### src/rtl/uart_rx_pkg.sv
// Shared definitions for the UART receiver: FSM state encoding and default bit period.
`timescale 1ns/1ps
package uart_rx_pkg;

  localparam int unsigned CLKS_PER_BIT_DEFAULT = 434;

  typedef enum logic [1:0] {
    IDLE  = 2'd0,
    START = 2'd1,
    DATA  = 2'd2,
    STOP  = 2'd3
  } rx_state_e;

endpackage

### src/rtl/uart_rx_sync_2ff.sv
// Two-flop synchronizer for asynchronous inputs; free-running, resets to RESET_VAL.
`timescale 1ns/1ps
module sync_2ff #(
  parameter int unsigned          WIDTH     = 1,
  parameter logic [WIDTH-1:0]     RESET_VAL = {WIDTH{1'b1}}
) (
  input  logic             clk,
  input  logic             rst,
  input  logic [WIDTH-1:0] d,
  output logic [WIDTH-1:0] q
);

  logic [WIDTH-1:0] meta_r;
  logic [WIDTH-1:0] sync_r;

  // metastability chain, deliberately not gated by any enable
  always_ff @(posedge clk) begin
    if (rst) begin
      meta_r <= RESET_VAL;
      sync_r <= RESET_VAL;
    end else begin
      meta_r <= d;
      sync_r <= meta_r;
    end
  end

  assign q = sync_r;

endmodule

### src/rtl/uart_rx.sv
// 8N1 UART receiver: start-bit validation at half period, mid-bit sampling, registered strobes.
`timescale 1ns/1ps
module uart_rx
  import uart_rx_pkg::*;
#(
  parameter int unsigned CLKS_PER_BIT = CLKS_PER_BIT_DEFAULT
) (
  input  logic       clk,
  input  logic       rst,
  input  logic       ce,
  input  logic       rx,
  output logic       byte_dv,
  output logic [7:0] rx_byte,
  output logic       frame_err
);

  localparam logic [15:0] LAST_CNT = 16'(CLKS_PER_BIT - 1);
  localparam logic [15:0] HALF_CNT = 16'(CLKS_PER_BIT / 2 - 1);

  logic       rx_s;
  rx_state_e  state_r;
  rx_state_e  state_nxt_s;
  logic [15:0] cnt_r;
  logic [15:0] cnt_nxt_s;
  logic [2:0] idx_r;
  logic [2:0] idx_nxt_s;
  logic [7:0] shift_r;
  logic [7:0] byte_r;
  logic       byte_dv_r;
  logic       frame_err_r;
  logic       sample_s;
  logic       dv_set_s;
  logic       err_set_s;

  sync_2ff #(
    .WIDTH     (1),
    .RESET_VAL (1'b1)
  ) u_sync (
    .clk (clk),
    .rst (rst),
    .d   (rx),
    .q   (rx_s)
  );

  // state register
  always_ff @(posedge clk) begin
    if (rst) begin
      state_r <= IDLE;
    end else begin
      state_r <= state_nxt_s;
    end
  end

  // next state, bit counter and data index; everything holds while ce is low
  always_comb begin
    state_nxt_s = state_r;
    cnt_nxt_s   = cnt_r;
    idx_nxt_s   = idx_r;
    if (ce) begin
      case (state_r)
        IDLE: begin
          cnt_nxt_s = 16'd0;
          if (!rx_s) begin
            state_nxt_s = START;
          end else begin
            state_nxt_s = IDLE;
          end
        end
        START: begin
          if (cnt_r == HALF_CNT) begin
            cnt_nxt_s   = 16'd0;
            idx_nxt_s   = 3'd0;
            // a start bit that is high again at mid-bit was only a glitch
            state_nxt_s = rx_s ? IDLE : DATA;
          end else begin
            cnt_nxt_s = cnt_r + 16'd1;
          end
        end
        DATA: begin
          if (cnt_r == LAST_CNT) begin
            cnt_nxt_s = 16'd0;
            if (idx_r == 3'd7) begin
              state_nxt_s = STOP;
            end else begin
              idx_nxt_s = idx_r + 3'd1;
            end
          end else begin
            cnt_nxt_s = cnt_r + 16'd1;
          end
        end
        STOP: begin
          if (cnt_r == LAST_CNT) begin
            cnt_nxt_s   = 16'd0;
            state_nxt_s = IDLE;
          end else begin
            cnt_nxt_s = cnt_r + 16'd1;
          end
        end
        default: begin
          state_nxt_s = IDLE;
          cnt_nxt_s   = 16'd0;
          idx_nxt_s   = 3'd0;
        end
      endcase
    end else begin
      state_nxt_s = state_r;
    end
  end

  // sample and strobe decode; ce is folded in so a held enable kills the strobes
  always_comb begin
    sample_s  = 1'b0;
    dv_set_s  = 1'b0;
    err_set_s = 1'b0;
    if (ce && (cnt_r == LAST_CNT)) begin
      case (state_r)
        DATA:    sample_s  = 1'b1;
        STOP: begin
          dv_set_s  = rx_s;
          err_set_s = ~rx_s;
        end
        default: sample_s = 1'b0;
      endcase
    end else begin
      sample_s = 1'b0;
    end
  end

  // datapath and registered outputs
  always_ff @(posedge clk) begin
    if (rst) begin
      cnt_r       <= 16'd0;
      idx_r       <= 3'd0;
      shift_r     <= 8'h00;
      byte_r      <= 8'h00;
      byte_dv_r   <= 1'b0;
      frame_err_r <= 1'b0;
    end else begin
      cnt_r       <= cnt_nxt_s;
      idx_r       <= idx_nxt_s;
      byte_dv_r   <= dv_set_s;
      frame_err_r <= err_set_s;
      if (sample_s) begin
        shift_r[idx_r] <= rx_s;
      end
      if (dv_set_s) begin
        byte_r <= shift_r;
      end
    end
  end

  assign byte_dv   = byte_dv_r;
  assign frame_err = frame_err_r;
  assign rx_byte   = byte_r;

endmodule
### config.mk
export PLATFORM = sky130hd
export DESIGN_NAME = uart_rx
export DESIGN_NICKNAME = d
export VERILOG_FILES = /design/src/rtl/uart_rx_pkg.sv /design/src/rtl/uart_rx_sync_2ff.sv /design/src/rtl/uart_rx.sv
export SDC_FILE = /design/constraint.sdc
export NUM_CORES = 1
export LEC_CHECK = 0
export CAP_MARGIN = 20
export CORE_MARGIN = 4
export CORE_UTILIZATION = 40
export DETAILED_ROUTE_END_ITERATION = 10
export MAX_ROUTING_LAYER = met4
export SETUP_SLACK_MARGIN = 0.5
export SLEW_MARGIN = 20
export SYNTH_ARGS = -nofsm -noshare
export SYNTH_HDL_FRONTEND = slang
export SYNTH_SLANG_ARGS = --single-unit
### constraint.sdc
create_clock -name clk -period 2.86 [get_ports clk]
set_clock_uncertainty 0.15 [all_clocks]
set_input_delay 0.572 -clock clk [delete_from_list [all_inputs] [get_ports clk]]
set_output_delay 0.572 -clock clk [all_outputs]
set_load 0.1 [all_outputs]
==> results of run 1 <==
==> routing by layer <==
metal / GRT usage / vias to the layer above
met4: 0.0472 / 0
li1: - / 840
met3: 0.0545 / 7
met2: 0.233 / 26
met1: 0.178 / 750
met5: - / -
==> where the power goes <==
part / internal (mW) / total (mW) / leakage, nW / switching [mW]
registers: 0.570 / 0.574 / 0.336 / 0.00458
logic: 0.0153 / 0.0381 / 0.585 / 0.0228
clock network: 0.347 / 0.545 / 0.0681 / 0.198
==> sequential cells by signal, indices dropped and copies added (netlist names), named ones only <==
| signal | count |
|---|---|
| frame_err | 1 |
| byte_dv | 1 |
| cnt_r | 16 |
| u_sync.meta_r | 1 |
| shift_r | 8 |
| rx_byte | 8 |
| u_sync.q | 1 |
| idx_r | 3 |
| state_r | 1 |
==> path summary, 6_finish.rpt <==
path	slack, ns	startpoint	end	cells past startpoint
setup / recovery	0.54	cnt_r[9]	cnt_r[15]	6
hold / removal	0.27	u_sync.meta_r	u_sync.q	1
setup reg to reg	0.54	cnt_r[9]	cnt_r[15]	6
hold reg to reg	0.27	u_sync.meta_r	u_sync.q	1
==> per-stage QoR <==
step / area, um2 / setup WS [ns] / cells / util / hold WS (ns)
floorplan: 1960 / 0.533 / 217 / - / 0.239
finish: 2440 / 0.535 / 315 / 0.517 / 0.272
CTS: 2320 / 0.500 / 305 / 0.491 / 0.282
detailed placement: 2160 / 0.380 / 294 / 0.457 / 0.249
global route: 2440 / 0.451 / 315 / 0.517 / 0.314
global placement: 2160 / 0.386 / 294 / 0.457 / 0.250
==> synth_stat cells, types with 2 or more instances <==
cell and count:
a21oi_1 8, a31oi_1 3, and2_1 2, and3_1 3, clkbuf_1 9, dfxtp_1 41
ha_1 5, inv_1 4, mux2i_1 17, nand2_1 13, nand2b_1 6, nand3_1 7
nand4_1 8, nand4b_1 5, nor2_1 33, nor2b_1 2, nor3_1 4, nor3b_1 3
nor4_1 3, nor4_4 2, o21ai_0 6, o22ai_1 2, or2_2 4, or4_4 2
or4b_1 2, xnor2_1 4, xor2_1 5
==> kinds of logic after synthesis <==
logic type,Yosys count,synth area share
AND/OR/NAND/NOR,104,0.304
flip-flops,41,0.419
AO/OA/AOI/OAI,28,0.0921
multiplexers,17,0.0870
buffers and inverters,13,0.0249
XOR/XNOR,9,0.0403
adder cells (fa/ha/maj),5,0.0320
==> critical path, delay by kind of cell, from the launching register on <==
family	cells	cell delay, ns
flops	1	0.36
compound gates	2	0.40
simple gates	3	1.13
buf+inv	1	0.18
==> what timing repair did <==
item                                    in CTS  in global routing
pin swaps                                    2                 12
resized for setup                            2                 18
gates cloned                                 0                  1
endpoints found under the setup margin      21                 21
buffers inserted                             3                  9
==> layout make-up <==
class	instances	area share
Multi-Input combinational cell	163	0.456
Sequential cell	41	0.344
Timing Repair Buffer	32	0.105
Tap cell	67	0.0343
Clock buffer	5	0.0282
Clock inverter	3	0.0266
Inverter	4	0.00615
==> flow_summary.yaml, run 1 <==
run_status:
  run_status: "finished, final reports clean"
setup_path:
  critical_path.max_fanout: 9
  timing.critical_path.cells: "or4_4, nor4_4, o32ai_1, buf_4, and3_1, a221o_1"
  timing.critical_path.from_type: "register"
  cp_slowest_cell: "or4_4"
  endpoint_kind: "register"
  critical_path_arrival_ns: 2.36
  timing_worst_setup_path_type: "register to register"
  critical_path.max_stage_delay_ns: 0.55
  critPathRequiredTime_ns: 2.90
cells_and_area:
  multi_input_area_um2: 1110
  post_route_cells_drive_above_1_share: 0.234
  n_fill_cell: 443
  layout.area.seq_um2: 840
  areaGrowthSynthToFinish_pct: 24.8
  fin_nets: 256
  antenna-diode-count: 0
  most-common-layout-cells: "nor2_1 (33), dfxtp_1 (32), buf_4 (25)"
  final_common_cell: "nor2_1"
detailed_routing:
  route.final.wire_length_um: 4230
  met2_layer_wire_length_in_the_routed_design_um: 1920
  drc: 0
  detail_route.wirelength.met1_um: 2120
  met3_length_um: 134
  detail_route.iter0.violations: 66
  route.vias.total: 1623
  final_antenna_net_count: 0
  drt-wirelength-per-cell_um: 13.4
  routed_via_density: 5.15
  highest-signal-layer: "met4"
  number_of_iterations_in_the_first_detailed_routing_pass: 4
die:
  height_of_the_die_um: 77.9
  die_area_um2: 6080
  core-area_um2: 4720
  fp-row-count: 25
  die_w_um: 77.9
  ios: 14
  initial_core_util: 0.414
synth:
  seq_area_frac_synth: 0.419
  synth_ff_type: "dfxtp_1"
  synth-seq-cells: 41
  synth_edf_count: 0
  ys_top_cells_by_area: "dfxtp_1 (42%), mux2i_1 (8.7%), nor2_1 (6.3%)"
  synth_warnings: 0
  netlist_instances: 217
  synth_top_area_share: 0.419
  synth_area_per_cell_um2: 9.02
  synthesized_nets: 226
  netlist.top_cell.by_area: "dfxtp_1"
  syn_area_um2: 1960
  synthArstFlopShare: 0
  yosysUniqueCellTypes: 41
power_and_ir_drop:
  power.ir.vdd_worst_mv: 0.299
  fin_total_pwr_mw: 1.16
  power_density_over_the_cells_nw_per_um2: 474
  leakage_nw: 0.990
global_routing:
  globalRouteOverflowTotal: 0
  first_global_vias: 1544
  grt_antenna_before_repair: 0
  grt_start_max_net_pins: 28
  grt_usage: 0.149
  first_pass_grt_wire_length_um: 7030
clocking:
  clockBufferDepth: 2
  clk_root_buffer_cell: "clkbuf_8"
  clock_net_sink_count: 41
  cts-htree-levels: 2
  clock_pin_slew_on_the_worst_setup_and_hold_paths_ns: 0.08
  tritoncts: "yes"
  cts_inserted_buffers: 5
  cts_hold_repair.buffers: 0
  clk-insertion-delay-late_ns: 0.29
timing:
  timing.final.max_slew_violations: 0
  finish_stage_setup_viols: 0
  worst-slew-pin-transition_ns: 0.491
  hold_viol_final: 0
  max_clock_freq_ghz: 0.430
  grt_setup_unrepaired: "yes"
  worst_slew_margin_relative_to_its_limit: 0.672
  finalSetupTns_ns: 0
  min_period_over_period: 0.813
  fin_crit_ns: 2.32
flow_run:
  drv_cap: 0
min_path:
  hold_path.class: "register to register"
placement:
  portBuffers: 13
  hpwlAfterDp_um: 2740
  gpl_wtd_cong: 0.769
(Power assumes the default switching activity.)
==> run 2: changes to the inputs <==
Clock period 2.86 ns to 2.1 ns, I/O delays scaled along.
==> run 2 against run 1 <==
Compared with the run above: the run now ends with negative setup slack left; register-to-register slack worse by 0.72 ns; cell count up 7.6%; highest routed layer unchanged; global-route usage is 2.2 points higher; sequential cell count unchanged; critical path depth stayed put; clock power up 19%; critical endpoint unchanged.
==> flow_summary.yaml, run 2 (synthesis results as in run 1) <==
timing:
  finalWorstSetupSlack_ns: -0.185
  grt_setup_unrepaired: "yes"
  worst-slew-pin-transition_ns: 0.497
  worst_slew_margin_relative_to_its_limit: 0.666
  finalSetupTns_ns: -2.07
  timing.final.max_slew_violations: 0
  finish_stage_setup_viols: 29
  min_period_over_period: 1.09
  hold_viol_final: 0
  fin_crit_ns: 2.29
  max_clock_freq_ghz: 0.438
setup_path:
  critPathRequiredTime_ns: 2.13
  critical_path.max_fanout: 4
  count_of_buffer_and_inverter_cells_on_the_critical_path: 2
  critical_path_arrival_ns: 2.32
  cp_slowest_cell: "or4_4"
  timing.critical_path.from_type: "register"
  endpoint_kind: "register"
  cp_top_family: "simple AND/OR/NAND/NOR gates"
  rr_startpoint: "cnt_r[12]"
  critical_path.max_stage_delay_ns: 0.57
  reg2regPathDepth: 6
  timing.critical_path.cells: "or4_4, nor4_4, buf_4, o32ai_4, buf_6, a221o_1"
  regToRegEndpoint: "cnt_r[15]"
  timing_worst_setup_path_type: "register to register"
  slack_of_the_worst_reg_to_reg_path_ns: -0.19
detailed_routing:
  drc: 0
  detail_route.iter0.violations: 88
  routed_via_density: 5.15
  route.final.wire_length_um: 4520
  drt-wirelength-per-cell_um: 13.3
  number_of_iterations_in_the_first_detailed_routing_pass: 4
  final_antenna_net_count: 0
  route.vias.total: 1745
clocking:
  cts_inserted_buffers: 5
  clock_pin_slew_on_the_worst_setup_and_hold_paths_ns: 0.07
  clockBufferDepth: 2
  clk_root_buffer_cell: "clkbuf_8"
  clock_net_sink_count: 41
  tritoncts: "yes"
  cts-htree-levels: 2
  clk-insertion-delay-late_ns: 0.29
  cts_hold_repair.buffers: 0
cells_and_area:
  most-common-layout-cells: "buf_4 (42), dfxtp_1 (36), nor2_1 (29)"
  final_core_utilization: 0.575
  post_route_cells_drive_above_1_share: 0.342
  antenna-diode-count: 0
  final_common_cell: "buf_4"
  largest_register_ffs: 16
  fin_nets: 280
  areaGrowthSynthToFinish_pct: 38.7
  top_register: "cnt_r"
min_path:
  hold_path.startpoint: "u_sync.meta_r"
  min_delay_path_depth: 1
  hold_path.class: "register to register"
  endpoint_worst_hold: "u_sync.q"
global_routing:
  first_global_vias: 1687
  globalRouteOverflowTotal: 0
  grt_start_max_net_pins: 28
  grt_usage: 0.171
  first_pass_grt_wire_length_um: 8030
  grt_antenna_before_repair: 0
die:
  die_area_um2: 6080
  initial_core_util: 0.414
  ios: 14
  core-area_um2: 4720
  die_w_um: 77.9
  height_of_the_die_um: 77.9
  fp-row-count: 25
power_and_ir_drop:
  power.ir.vdd_worst_mv: 0.349
  portion_of_total_power_attributed_to_combinational_logic: 0.049
  leakage_nw: 1.13
  p_seq_frac: 0.519
  net_sw_power_uw: 308
  netSwitchingFraction: 0.204
  power_density_over_the_cells_nw_per_um2: 556
  fin_total_pwr_mw: 1.51
  power.internal_mw: 1.20
  clockPowerShare: 0.432
run_status:
  failing_checks: "negative setup slack"
  run_status: "complete, but fails checks"
placement:
  portBuffers: 13
  hpwlAfterDp_um: 3090
  gpl_wtd_cong: 0.802
flow_run:
  drv_cap: 0
run 2: metal layers:
layer / up-vias / wire length [um] / part of all wire / global-route usage
met5: - / 0 / 0 / -
met4: 0 / 54 / 0.012 / 0.0577
met3: 5 / 158 / 0.035 / 0.0360
met2: 32 / 1980 / 0.44 / 0.247
met1: 819 / 2330 / 0.52 / 0.238
li1: 889 / - / - / -
run 2: worst reg2reg max path, delay by kind of cell, from the launching register on:
family,cells,cell delay (ns)
AND/OR/NAND/NOR,2,0.99
flip-flops,1,0.32
AO/OA/AOI/OAI,2,0.38
buffers and inverters,2,0.34
run 2: final cells by class:
type / count / area, um2
fillers: 405 / 2010
repair buffers: 56 / 469
inverters: 4 / 15.0
well taps: 67 / 83.8
clock inverters: 1 / 30.0
multi-input cells: 163 / 1200
clock buffers: 7 / 86.3
flip-flops and latches: 41 / 830
run 2: worst max path at each step:
stage               depth (start not counted)  startpoint  slack (ns)         to
finish                                      6   cnt_r[12]       -0.19  cnt_r[15]
global route                                6   cnt_r[12]       -0.28  cnt_r[15]
CTS                                         5   cnt_r[10]       -0.17   idx_r[0]
detailed placement                          5   cnt_r[11]       -0.22   idx_r[1]
global placement                            5   cnt_r[11]       -0.15   idx_r[2]
floorplan                                   5    cnt_r[4]       -0.15  cnt_r[15]
run 2: repair_timing:
action,CTS,global route
resized for setup,28,10
endpoints found under the setup margin,39,39
buffers inserted,5,2
pin swaps,20,10
cloned,2,0
run 2: through the flow:
stage,hold WS (ns),cell area [um2],instances,setup WS [ns]
5_1_grt,0.275,2720,339,-0.283
6_report,0.263,2720,339,-0.185
3_5_place_dp,0.248,2390,322,-0.224
3_3_place_gp,0.244,2390,322,-0.152
2_1_floorplan,0.239,1990,217,-0.154
4_1_cts,0.268,2660,337,-0.171
run 2: power by group through the flow:
stage | clock network [mW] | logic (mW) | registers [mW]
floorplan | 0 | 0.0338 | 0.800
global placement | 0 | 0.0599 | 0.802
detailed placement | 0 | 0.0597 | 0.802
CTS | 0.673 | 0.0697 | 0.784
global route | 0.698 | 0.0814 | 0.785
finish | 0.651 | 0.0739 | 0.784
==> run 3: changes to the inputs <==
Settings changed: DONT_BUFFER_PORTS set to 1, SKIP_CTS_REPAIR_TIMING set to 1.
==> run 3 against run 2 <==
Compared with the run above: the run still ends with negative setup slack left; routed wire length decreased by 6.0%; first-iteration DRC count increased by 31%; die area unchanged; non-clock buffer count decreased by 14; clock-buffer cell count decreased by 1; via count decreased by 6.4%; sequential cell count unchanged; worst hold slack got worse by 0.22 ns; global-route usage decreased by 1.7 points; setup slack got worse by 0.057 ns; cell count decreased by 4.1%.
==> flow_summary.yaml, run 3 (synthesis results as in run 1) <==
timing:
  finish_stage_setup_viols: 36
  hold_viol_final: 0
  fin_crit_ns: 2.34
  min_period_over_period: 1.12
  worst_slew_margin_relative_to_its_limit: 0.706
  timing.final.max_slew_violations: 0
  grt_setup_unrepaired: "yes"
  timing.hold.ws_ns: 0.0405
  finalWorstSetupSlack_ns: -0.242
  worst-slew-pin-transition_ns: 0.440
  max_clock_freq_ghz: 0.427
cells_and_area:
  multi_input_area_um2: 1180
  most-common-layout-cells: "dfxtp_1 (37), buf_4 (36), nor2_1 (32)"
  post_route_cells_drive_above_1_share: 0.291
  n_fill_cell: 444
  layout.area.seq_um2: 828
  top_register: "cnt_r"
  antenna-diode-count: 0
  areaGrowthSynthToFinish_pct: 29.1
  fin_nets: 266
  final_common_cell: "dfxtp_1"
  largest_register_ffs: 16
global_routing:
  first_global_vias: 1619
  first_pass_grt_wire_length_um: 7260
  grt_start_max_net_pins: 29
  globalRouteOverflowTotal: 0
  grt_usage: 0.155
  grt_antenna_before_repair: 0
detailed_routing:
  drt-wirelength-per-cell_um: 13.1
  detail_route.iter0.violations: 115
  routed_via_density: 5.03
  final_antenna_net_count: 0
  drc: 0
  route.vias.total: 1634
  route.final.wire_length_um: 4250
  number_of_iterations_in_the_first_detailed_routing_pass: 4
die:
  die_w_um: 77.9
  height_of_the_die_um: 77.9
  initial_core_util: 0.414
  fp-row-count: 25
  core-area_um2: 4720
  die_area_um2: 6080
  ios: 14
power_and_ir_drop:
  leakage_nw: 1.04
  power_density_over_the_cells_nw_per_um2: 521
  fin_total_pwr_mw: 1.32
  power.ir.vdd_worst_mv: 0.341
min_path:
  hold_path.class: "input pin to register"
  min_delay_path_depth: 1
  hold_path.startpoint: "rst"
  endpoint_worst_hold: "byte_dv"
clocking:
  clk-insertion-delay-late_ns: 0.29
  clk_root_buffer_cell: "clkbuf_8"
  clock_pin_slew_on_the_worst_setup_and_hold_paths_ns: 0.08
  clock_net_sink_count: 41
  tritoncts: "yes"
  cts-htree-levels: 2
  clockBufferDepth: 2
  cts_inserted_buffers: 5
setup_path:
  critical_path.max_fanout: 6
  count_of_buffer_and_inverter_cells_on_the_critical_path: 1
  timing_worst_setup_path_type: "register to register"
  cp_top_family: "simple AND/OR/NAND/NOR gates"
  slack_of_the_worst_reg_to_reg_path_ns: -0.24
  critical_path.max_stage_delay_ns: 0.58
  cp_slowest_cell: "or4_4"
  timing.critical_path.from_type: "register"
  reg2regPathDepth: 6
  rr_startpoint: "cnt_r[11]"
  worstSetupStartpoint: "cnt_r[11]"
  critical_path_arrival_ns: 2.42
  critPathRequiredTime_ns: 2.18
  timing.critical_path.cells: "or4_4, nor4_4, buf_4, a21boi_2, or4b_1, a21oi_2"
  cp.depth: 6
  regToRegEndpoint: "idx_r[2]"
  endpoint_kind: "register"
placement:
  gpl_wtd_cong: 0.829
  hpwlAfterDp_um: 2930
  portBuffers: 0
flow_run:
  drv_cap: 0
run_status:
  failing_checks: "negative setup slack"
  run_status: "complete, but fails checks"
run 3: cell types whose count changed in the layout (fill, tap and decap cells not counted), moves of 2 or more:
cell / before / now
clkdlybuf4s50_1: 3 / 0
buf_4: 42 / 36
nor2_1: 29 / 32
clkinv_2: 0 / 2
buf_6: 11 / 6
nor2_2: 4 / 1
run 3: layer usage:
| metal | share of wire | track usage |
|---|---|---|
| met1 | 0.49 | 0.185 |
| met2 | 0.47 | 0.246 |
| met3 | 0.027 | 0.0394 |
| met4 | 0.014 | 0.0682 |
| met5 | 0 | - |
run 3: report_power, final:
group	switching (mW)	internal, mW
clock	0.265	0.230
combinational	0.0218	0.0163
sequential	0.00303	0.779
total	0.290	1.03
run 3: worst max-delay path by stage:
stage / endpoint / slack [ns]
finish: idx_r[2] / -0.24
global route: rx_byte[0] / -0.31
CTS: idx_r[2] / -0.19
detailed placement: idx_r[2] / -0.18
global placement: idx_r[2] / -0.12
floorplan: cnt_r[15] / -0.15
run 3: final cells by class:
| cell class | count | share of cell area |
|---|---|---|
| Tap cell | 67 | 0.0332 |
| Clock buffer | 6 | 0.0287 |
| Multi-Input combinational cell | 163 | 0.467 |
| Inverter | 4 | 0.00594 |
| Sequential cell | 41 | 0.328 |
| Timing Repair Buffer | 42 | 0.134 |
| Clock inverter | 2 | 0.00396 |
run 3: through the flow:
stage	cell area [um2]	setup slack, ns	instances	utilization	TNS [ns]
2_1_floorplan	1990	-0.154	217	-	-2.09
3_3_place_gp	2310	-0.124	313	0.490	-2.75
3_5_place_dp	2310	-0.176	313	0.490	-3.86
4_1_cts	2400	-0.195	321	0.507	-4.41
5_1_grt	2530	-0.313	325	0.535	-8.08
6_report	2530	-0.242	325	0.535	-3.84
